`src/rtl/hazard_pkg.sv`:
```
// rtl/hazard_pkg.sv - shared encodings and helpers for the pipeline hazard controller
package hazard_pkg;

    localparam int MDU_CNT_W = 4;

    localparam logic [1:0] FWD_RF  = 2'b00;
    localparam logic [1:0] FWD_WB  = 2'b01;
    localparam logic [1:0] FWD_MEM = 2'b10;

    typedef enum logic {
        HZ_IDLE = 1'b0,
        HZ_BUSY = 1'b1
    } hz_state_e;

    // MEM is the younger producer, so it must win over WB; $0 is hardwired and never forwarded.
    function automatic logic [1:0] fwd_select(
        input logic [4:0] src_reg,
        input logic       reg_write_m,
        input logic [4:0] write_reg_m,
        input logic       reg_write_w,
        input logic [4:0] write_reg_w
    );
        if (reg_write_m && (write_reg_m != 5'd0) && (write_reg_m == src_reg)) begin
            return FWD_MEM;
        end else if (reg_write_w && (write_reg_w != 5'd0) && (write_reg_w == src_reg)) begin
            return FWD_WB;
        end else begin
            return FWD_RF;
        end
    endfunction

endpackage

```
`src/rtl/mdu_stall_timer.sv`:
```
// rtl/mdu_stall_timer.sv - IDLE/BUSY timer that holds the pipeline while a mult/div occupies EX
module mdu_stall_timer
    import hazard_pkg::*;
#(
    parameter int MDU_LATENCY = 4
) (
    input  logic clk,
    input  logic rst,
    input  logic mul_div_start,
    output logic mdu_stall
);

    localparam logic [MDU_CNT_W-1:0] CNT_LOAD = MDU_CNT_W'(MDU_LATENCY - 2);

    hz_state_e             state_q, state_d;
    logic [MDU_CNT_W-1:0]  count_q, count_d;

    always_ff @(posedge clk) begin
        if (rst) begin
            state_q <= HZ_IDLE;
            count_q <= '0;
        end else begin
            state_q <= state_d;
            count_q <= count_d;
        end
    end

    // The BUSY cycle with count_q == 0 is the release cycle: the op advances and a new start is ignored.
    always_comb begin
        state_d = state_q;
        count_d = count_q;
        case (state_q)
            HZ_IDLE: begin
                if (mul_div_start) begin
                    state_d = HZ_BUSY;
                    count_d = CNT_LOAD;
                end
            end
            HZ_BUSY: begin
                if (count_q != '0) begin
                    count_d = count_q - 1'b1;
                end else begin
                    state_d = HZ_IDLE;
                end
            end
            default: begin
                state_d = HZ_IDLE;
                count_d = '0;
            end
        endcase
    end

    always_comb begin
        mdu_stall = 1'b0;
        case (state_q)
            HZ_IDLE: mdu_stall = mul_div_start;
            HZ_BUSY: mdu_stall = (count_q != '0);
            default: mdu_stall = 1'b0;
        endcase
    end

endmodule

```
`src/rtl/hazard_control_unit.sv`:
```
// rtl/hazard_control_unit.sv - stall/flush priority mux and EX operand forwarding for the 5-stage core
module hazard_control_unit
    import hazard_pkg::*;
#(
    parameter int MDU_LATENCY = 4
) (
    input  logic       Clk,
    input  logic       Rst,
    input  logic [4:0] RsD,
    input  logic [4:0] RtD,
    input  logic       UsesRsD,
    input  logic       UsesRtD,
    input  logic [4:0] RsE,
    input  logic [4:0] RtE,
    input  logic [4:0] WriteRegE,
    input  logic       MemReadE,
    input  logic       RegWriteE,
    input  logic [4:0] WriteRegM,
    input  logic       RegWriteM,
    input  logic [4:0] WriteRegW,
    input  logic       RegWriteW,
    input  logic       BranchTakenE,
    input  logic       MulDivStartE,
    output logic       StallF,
    output logic       StallD,
    output logic       StallE,
    output logic       FlushD,
    output logic       FlushE,
    output logic       FlushM,
    output logic [1:0] ForwardAE,
    output logic [1:0] ForwardBE,
    output logic       MduBusy
);

    logic mdu_stall;
    logic load_use;

    mdu_stall_timer #(
        .MDU_LATENCY (MDU_LATENCY)
    ) u_mdu_stall_timer (
        .clk           (Clk),
        .rst           (Rst),
        .mul_div_start (MulDivStartE),
        .mdu_stall     (mdu_stall)
    );

    assign load_use = MemReadE && RegWriteE && (WriteRegE != 5'd0) &&
                      ((UsesRsD && (RsD == WriteRegE)) || (UsesRtD && (RtD == WriteRegE)));

    // While the MDU holds EX, the op must not be bubbled, so EX/MEM receives the bubble instead.
    always_comb begin
        StallF  = 1'b0;
        StallD  = 1'b0;
        StallE  = 1'b0;
        FlushD  = 1'b0;
        FlushE  = 1'b0;
        FlushM  = 1'b0;
        MduBusy = 1'b0;
        if (Rst) begin
            FlushD = 1'b1;
            FlushE = 1'b1;
            FlushM = 1'b1;
        end else if (mdu_stall) begin
            StallF  = 1'b1;
            StallD  = 1'b1;
            StallE  = 1'b1;
            FlushM  = 1'b1;
            MduBusy = 1'b1;
        end else if (BranchTakenE) begin
            FlushD = 1'b1;
            FlushE = 1'b1;
        end else if (load_use) begin
            StallF = 1'b1;
            StallD = 1'b1;
            FlushE = 1'b1;
        end
    end

    always_comb begin
        ForwardAE = FWD_RF;
        ForwardBE = FWD_RF;
        if (!Rst) begin
            ForwardAE = fwd_select(RsE, RegWriteM, WriteRegM, RegWriteW, WriteRegW);
            ForwardBE = fwd_select(RtE, RegWriteM, WriteRegM, RegWriteW, WriteRegW);
        end
    end

endmodule

```
`config.mk`:
```
export PLATFORM = sky130hd
export DESIGN_NAME = hazard_control_unit
export DESIGN_NICKNAME = d
export VERILOG_FILES = /design/src/rtl/hazard_pkg.sv /design/src/rtl/mdu_stall_timer.sv /design/src/rtl/hazard_control_unit.sv
export SDC_FILE = /design/constraint.sdc
export NUM_CORES = 1
export LEC_CHECK = 0
export CAP_MARGIN = 10
export CORE_UTILIZATION = 30
export DETAILED_ROUTE_END_ITERATION = 10
export PLACE_DENSITY_LB_ADDON = 0.15
export SYNTH_ARGS = -nofsm -noshare
export SYNTH_HDL_FRONTEND = slang
export SYNTH_HIERARCHICAL = 1
export SYNTH_SLANG_ARGS = --single-unit
export TNS_END_PERCENT = 10
```
`constraint.sdc`:
```
create_clock -name Clk -period 1.85 [get_ports Clk]
set_clock_uncertainty 0.15 [all_clocks]
set_input_delay 0.37 -clock Clk [delete_from_list [all_inputs] [get_ports Clk]]
set_output_delay 0.37 -clock Clk [all_outputs]
set_load 0.1 [all_outputs]
```
==> metrics.yaml <==
outcome: "complete, but fails checks"
violations: "setup timing"
fillers: 146
antenna_found_initial: 0
ys.flop_type: "dfxtp_1"
clk_pin_slew_worst_paths_ns: 0.04
rows: 17
setup_viol: 11
drt-total-wl_mm: 2.95
yosys_warnings: 6
fp.dieH_um: 51.4
synth_area_per_cell_um2: 8.06
antenna_left: 0
drive_gt1_share_pct: 49.5
endpoint: "ForwardAE[0]"
finalHoldViolations: 0
dp.cells: 205
reg2reg_to: "u_mdu_stall_timer/count_q[3]"
final_cell_mix: "buf_4 (34), dlygate4sd2_1 (21), xor2_1 (17)"
dieArea_um2: 2650
cts_tree: "built"
drc: 0
grtUsageTotal_pct: 22.9
cts.sinks: 5
dr.pass1.iters: 4
endpoint_kind: "output pin"
arrival_ns: 1.83
crit_fanout: 3
max_freq_mhz: 426
rrSetupSlack_ns: 0.15
syn_to_final_growth_pct: 154
crit_start: "WriteRegM[4]"
reg2reg_depth: 4
slew_violations: 0
timing.rr.start: "u_mdu_stall_timer/state_q"
worst_slew_margin_rel_pct: 77.4
regArea_um2: 103
cellPowerDensity_nw_per_um2: 443
finalCritPeriodShare_pct: 127
die-width_um: 51.4
path_class: "input pin to output pin"
multi_input_area_um2: 795
portBuffers: 55
synthesis.nets: 137
cts_hold_buf: 0
core-area_um2: 2250
grt_max_degree: 12
min_path_type: "register to register"
post-route-util_pct: 82.5
htree_num_levels: 1
cts_buffer_depth: 2
cts_buffers: 3
synth.distinct_cells: 33
initial_core_util_pct: 32.5
vias: 1028
syn_inst: 91
rsz0062_at_grt: "yes"
n_antenna_cell: 0
viasPerCell: 4.90
p_leak_nw: 0.785
post-dp-hpwl_mm: 2.36
layout_commonest_cell: "buf_4"
overflow: 0
worstHoldStart: "u_mdu_stall_timer/count_q[0]"
gp_congestion: 0.730
max_cap_viol_count: 0
wl_per_cell_um: 14.0
vdd_ir_drop_max_uv: 559
async_reset_ff_share_pct: 0
tightestPinTransition_ns: 0.339
grt_pass1_wl_mm: 4.56
nets: 229
holdWs_ns: 0.395
insertion_delay_ns: 0.24
final_cells: 210
ys_ff_latch: 5
fin_crit_ns: 2.35
root_buffer: "clkbuf_4"
yosysSeqAreaShare_pct: 13.7
ioPinCount: 56
netlist_area_um2: 733
grt_pass1_vias: 1089
fin_ws_ns: -0.497
cp-start-kind: "input pin"
required_ns: 1.33
synth_edf_count: 0
drt_iter0_markers: 9
## worst min path at each step
stage | end | cells past startpoint
after detailed placement | u_mdu_stall_timer/count_q[0] | 1
after floorplan | u_mdu_stall_timer/count_q[3] | 1
after global routing | u_mdu_stall_timer/count_q[0] | 1
after global placement | u_mdu_stall_timer/count_q[0] | 1
final | u_mdu_stall_timer/count_q[0] | 1
after CTS | u_mdu_stall_timer/count_q[0] | 1
## logic make-up (layout without fill, tap and decap cells)
logic type / Yosys count / after routing / share of synthesized area, %
and+or+nand+nor: 31 / 31 / 27.5
xor gates and xnor gates: 30 / 30 / 35.8
AOI/OAI and AO/OA: 14 / 14 / 13.8
buffers and inverters: 9 / 100 / 6.14
DFF: 5 / 5 / 13.7
adders and majority gates: 1 / 1 / 1.71
muxes: 1 / 1 / 1.37
## timing repair
action	in CTS	in global routing
pin swaps	17	5
buffers inserted	1	0
resized for setup	69	7
setup endpoints to repair	11	11
## power breakdown
group          switching [mW]  internal, mW  total, mW
sequential            0.00762         0.117      0.125
clock                  0.0453        0.0816      0.127
combinational           0.302         0.269      0.571
total                   0.355         0.468      0.823
## synthesized netlist by cell type, drive strengths merged (2+ instances only)
master	number	area, µm²
a21oi	3	15.0
a32oi	2	17.5
buf	3	22.5
dfxtp	5	100
inv	6	22.5
nand2	2	7.51
nand3	3	15.0
nor2	3	11.3
nor2b	2	12.5
nor3	2	10.0
nor4	6	50.0
o21ai	2	13.8
o22ai	2	12.5
or4	5	37.5
xnor2	12	105
xor2	18	158
## flip-flops by register name, indices dropped and copies added, names as in the netlist
signal,cells
u_mdu_stall_timer/count_q,4
u_mdu_stall_timer/state_q,1
## routing by layer
layer	vias to the layer above	wire [µm]	GRT usage, %
met5	-	0	0
met4	0	0	3.15
met3	0	192	4.46
met2	44	1700	49.6
met1	473	1060	21.6
li1	511	-	-
## worst max-delay path: stages
cell and delay (ns):
buf_6 0.09, or4_4 0.53, o21ai_4 0.21, nor3_4 0.08, nor4_4 0.32, buf_12 0.21
## per-stage QoR
step / power [mW] / cell area [µm²] / setup WS, ns / setup TNS, ns
finish: 0.823 / 1860 / -0.497 / -4.24
global route: 0.869 / 1860 / -0.550 / -4.97
CTS: 0.818 / 1860 / -0.504 / -4.24
detailed placement: 0.681 / 1790 / -0.830 / -6.31
global placement: 0.668 / 1790 / -0.793 / -6.14
floorplan: 0.406 / 873 / -0.894 / -5.72
## final cells by class
class	instances	area share (%)
Multi-Input combinational cell	77	42.7
Clock buffer	4	1.41
Sequential cell	5	5.52
Tap cell	28	1.88
Inverter	6	1.21
Timing Repair Buffer	90	47.2
Note: power is estimated with default switching activity, not from simulation.
